$ cat src/rtl/i2d_pipe_ctl.sv
// i2d_pipe_ctl: pipeline stall/flush/exception sequencing for the i2d core
module i2d_pipe_ctl #(
   parameter int FLUSH_DEPTH = 1,
   parameter int VEC_CYCLES  = 1
) (
   input  logic        clk,
   input  logic        rst,
   input  logic        id_valid,
   input  logic [31:0] id_pc,
   input  logic [5:0]  id_ra,
   input  logic [5:0]  id_rb,
   input  logic        id_rf_r,
   input  logic        id_err,
   input  logic        swi,
   input  logic        ex_load,
   input  logic [5:0]  ex_rd,
   input  logic        ex_taken,
   input  logic        irq,
   input  logic        sr_ie,
   input  logic        mem_busy,
   output logic        pc_stall,
   output logic        id_stall,
   output logic        ex_stall,
   output logic        ex_bubble,
   output logic        if_dis,
   output logic [1:0]  pc_sel,
   output logic        exc_enter,
   output logic [31:0] epc,
   output logic [3:0]  cause
);
   typedef enum logic [1:0] {RUN, FLUSH, EXC} state_t;
   localparam logic [2:0] FLUSH_LD = 3'(FLUSH_DEPTH - 1);
   localparam logic [2:0] VEC_LD   = 3'(VEC_CYCLES - 1);
   state_t     state;
   logic [2:0] cnt;
   logic       id_exc, exc, hazard, run;
   assign id_exc = id_valid & (id_err | swi);
   assign exc    = id_exc | (irq & sr_ie);
   assign hazard = id_valid & id_rf_r & ex_load & (ex_rd != 6'd0) & ((ex_rd == id_ra) | (ex_rd == id_rb));
   assign run    = rst & ~mem_busy & (state == RUN);
   always_comb begin
      pc_stall  = ~rst ? 1'b0 : mem_busy | (run & ~ex_taken & ~exc & hazard);
      id_stall  = pc_stall;
      ex_stall  = rst & mem_busy;
      exc_enter = run & ~ex_taken & exc;
      ex_bubble = run & (ex_taken | exc | hazard);
      if_dis    = ~rst | (~mem_busy & (state != RUN | ex_taken | exc_enter));
      pc_sel    = (~rst | mem_busy)                   ? 2'b00 :
                  (state == EXC)                      ? 2'b10 :
                  (ex_taken & (state == FLUSH | run)) ? 2'b01 : 2'b00;
   end
   always_ff @(posedge clk) begin
      if (!rst) begin
         state <= RUN;
         cnt   <= 3'd0;
         epc   <= 32'd0;
         cause <= 4'd0;
      end else if (!mem_busy) begin
         if (state != EXC && ex_taken) begin
            state <= FLUSH;
            cnt   <= FLUSH_LD;
         end else if (state == RUN && exc) begin
            state <= EXC;
            cnt   <= VEC_LD;
            epc   <= id_pc;
            cause <= (id_valid & id_err) ? 4'd1 : (id_valid & swi) ? 4'd2 : 4'd3;
         end else if (state != RUN) begin
            state <= (cnt == 3'd0) ? RUN : state;
            cnt   <= (cnt == 3'd0) ? 3'd0 : cnt - 3'd1;
         end
      end
   end
endmodule
$ cat config.mk
export PLATFORM = sky130hd
export DESIGN_NAME = i2d_pipe_ctl
export DESIGN_NICKNAME = d
export VERILOG_FILES = /design/src/rtl/i2d_pipe_ctl.sv
export SDC_FILE = /design/constraint.sdc
export NUM_CORES = 1
export LEC_CHECK = 0
export CORE_MARGIN = 2
export CORE_UTILIZATION = 25
export DETAILED_ROUTE_END_ITERATION = 7
export PLACE_DENSITY = 0.57
export SLEW_MARGIN = 20
export SYNTH_ARGS = -nofsm -noshare
export SYNTH_HDL_FRONTEND = slang
export SYNTH_SLANG_ARGS = --single-unit
$ cat constraint.sdc
create_clock -name clk -period 2.2 [get_ports clk]
set_input_delay 0.22 -clock clk [delete_from_list [all_inputs] [get_ports clk]]
set_output_delay 0.22 -clock clk [all_outputs]
set_load 0.02 [all_outputs]
==> run_results.csv <==
group,metric,value,unit
cts,clock_latency,0.28,ns
critical_path,cp-startpoint,"rst",
critical_path,timing.rr.start,"state[0]$_SDFFE_PN0P_",
critical_path,worst_ep_required_time,1.98,ns
routing,drt_iter0_markers,100,
die,dieArea,7750,um^2
timing,report.final.slew_viol_count,0,
cts,cts_buffers,5,
place,port_buffers,102,
routing,vias,1863,
logic_synthesis,ys_types,37,
logic_synthesis,synth_top_area_frac,0.442,
power,power.total,0.00157,W
flow_run,maxCapViolCount,0,
logic_synthesis,synth_top_area_cell,"dfxtp_1",
timing,setup_tns,0,ns
routing,met3WireLength,462,um
critical_path,worstPathArrival,1.88,ns
power,p_leak,1.11,nW
die,ios,105,
global_routing,antenna_found_initial,0,
die,initial_core_util,0.258,
place,gp_congestion,0.728,
hold_path,hold_end,"epc[4]$_SDFFE_PN0P_",
global_routing,grt_pass1_vias,1758,
global_routing,grt_pass1_wl,8380,um
logic_synthesis,synth-seq-cells,39,
timing,grt_setup_unrepaired,"no",
routing,drc_errors,0,
routing,vias_per_cell,4.34,
cts,cts_hold_buf,0,
critical_path,r2r-end,"epc[10]$_SDFFE_PN0P_",
critical_path,start_kind,"input port",
cts,path_clk_slew,0.07,ns
die,fp.dieW,88.0,um
power,powerDensity,519,nW/um^2
logic_synthesis,avgSynthCellArea,7.92,um^2
critical_path,r2r_cells,6,
global_routing,grt.total_usage,0.137,
final_layout,final_nets,395,
die,core-area,6830,um^2
timing,clock_skew,0.00728,ns
die,die_h,88.0,um
die,rows,30,
place,placed_cells,423,
final_layout,drive_gt1_frac,0.102,
routing,wl_met1,2470,um
cts,cts_sinks,39,
routing,avgRoutedWirePerCell,12.4,um
global_routing,grt_overflow,0,
hold_path,hold_path_class,"register to register",
outcome,status,"finished, final reports clean",
logic_synthesis,synthTopCellsByArea,"dfxtp_1, nand2_1, a21oi_1",
power,irDropWorstVdd,277,uV
routing,detail-route-antenna-nets,0,
critical_path,crit_path_end_kind,"primary output",
timing,finalHoldViolations,0,
logic_synthesis,ys_warn_count,0,
final_layout,antenna_cells,0,
logic_synthesis,syn_area,1770,um^2
timing,max_freq,477,MHz
cts,root_buffer,"clkbuf_8",
critical_path,r2r_slack,0.46,ns
final_layout,instances_no_fill,429,
cts,cts_tree,"yes",
critical_path,path_class,"input port to primary output",
hold_path,hold_depth,2,
routing,dr.pass1.iters,3,
logic_synthesis,synth_cells,223,
timing,fin_crit,2.10,ns
timing,setup_viol,0,
cts,htree_levels,2,
timing,fin_crit_sh,0.954,
place,place_hpwl,3960,um
routing,finalWirelength,5310,um
routing,top_layer_used,"met4",
cts,cts_setup_buffers,0,
hold_path,min_from,"epc[4]$_SDFFE_PN0P_",
global_routing,grt_max_degree,28,
critical_path,crit_fanout,8,
logic_synthesis,ys_seq_area_frac,0.442,
routing,wl_met2,2360,um
cts,cts_max_path_buffers,2,
final_layout,syn_to_final_growth,71.9,%
==> cells in the final DEF (no fill, tap or decap), types with 3 or more instances in the layout <==
master           count
a21oi_1             39
o21ai_0              3
dfxtp_1             39
clkdlybuf4s50_1     97
clkbuf_8             5
nor2_1               8
buf_4               17
nand2_1             72
nor4_1               3
xor2_1              12
==> layout make-up <==
| class | count | area (um^2) |
|---|---|---|
| sequential | 39 | 781 |
| timing repair buffer | 120 | 1160 |
| clock buffer | 5 | 68.8 |
| multi-input combinational | 166 | 886 |
| clock inverter | 1 | 7.51 |
| tap | 96 | 120 |
| inverter | 2 | 7.51 |
| fill | 723 | 3800 |
==> worst max-delay path, stage by stage <==
cell and delay, ns:
clkdlybuf4s50_1 0.48, buf_4 0.17, inv_2 0.06, nor4b_1 0.29
clkdlybuf4s50_1 0.66
==> state kept, by name, summed over array words and instances, names as in the netlist <==
name,cells
state,2
epc,32
cnt,3
cause,2
==> worst max path at each step <==
stage	end	slack [ns]	cells past startpoint
2_1_floorplan	pc_stall	0.21	6
3_3_place_gp	pc_stall	-0.26	6
3_5_place_dp	id_stall	-0.34	6
4_1_cts	id_stall	-0.04	6
5_1_grt	ex_bubble	0.001	6
6_report	pc_sel[0]	0.10	5
==> Yosys cell counts <==
| master | number |
|---|---|
| nand2_1 | 72 |
| a21oi_1 | 39 |
| dfxtp_1 | 39 |
| xor2_1 | 12 |
| clkbuf_1 | 9 |
| nor2_1 | 8 |
| buf_6 | 4 |
| buf_4 | 3 |
| nor4_1 | 3 |
| nor4b_1 | 3 |
| o21ai_0 | 3 |
| nand4_1 | 2 |
| o31ai_1 | 2 |
| a2111o_1 | 1 |
| a2111oi_4 | 1 |
| a211oi_1 | 1 |
| a21o_1 | 1 |
| a21oi_2 | 1 |
| a22o_1 | 1 |
| a22oi_1 | 1 |
| a311oi_1 | 1 |
| a31o_2 | 1 |
| and2_1 | 1 |
| buf_2 | 1 |
| conb_1 | 1 |
| inv_1 | 1 |
| inv_2 | 1 |
| nand4b_1 | 1 |
| nor3_1 | 1 |
| nor3b_1 | 1 |
| o211a_1 | 1 |
| o21ai_1 | 1 |
| o22ai_1 | 1 |
| o311a_1 | 1 |
| or2_2 | 1 |
| or2_4 | 1 |
| xnor2_1 | 1 |
==> per-layer routing <==
metal | up-vias | GRT usage
li1 | 963 | -
met1 | 831 | 0.172
met2 | 67 | 0.229
met3 | 2 | 0.0471
met4 | 0 | 0.0289
met5 | - | 0
==> repair_timing <==
| item | CTS | global route |
|---|---|---|
| endpoints found under the hold margin | 0 | 0 |
| gates resized for setup | 3 | 8 |
| setup endpoints to repair | 3 | 5 |
==> report_power, final <==
| part | leakage, nW | switching [W] | internal [W] |
|---|---|---|---|
| Clock | 0.0361 | 0.000229 | 0.000210 |
| Sequential | 0.317 | 0.0000145 | 0.000733 |
| Combinational | 0.760 | 0.000172 | 0.000215 |
==> kinds of logic after synthesis <==
logic type,Yosys count,synth area share
AOI/OAI and AO/OA,57,0.200
xor gates and xnor gates,13,0.0645
other,1,0.00212
DFF,39,0.442
buffers and inverters,19,0.0645
and+or+nand+nor,94,0.227
==> stage by stage <==
step                hold WS [ns]  cell area [um^2]  setup slack, ns  utilization
detailed placement         0.447              2960           -0.343        0.433
floorplan                  0.329              1770            0.209            -
CTS                        0.458              3030          -0.0417        0.443
finish                     0.455              3030            0.101        0.444
global placement           0.441              2960           -0.262        0.433
global route               0.469              3030          0.00141        0.444
(Power assumes the default switching activity.)
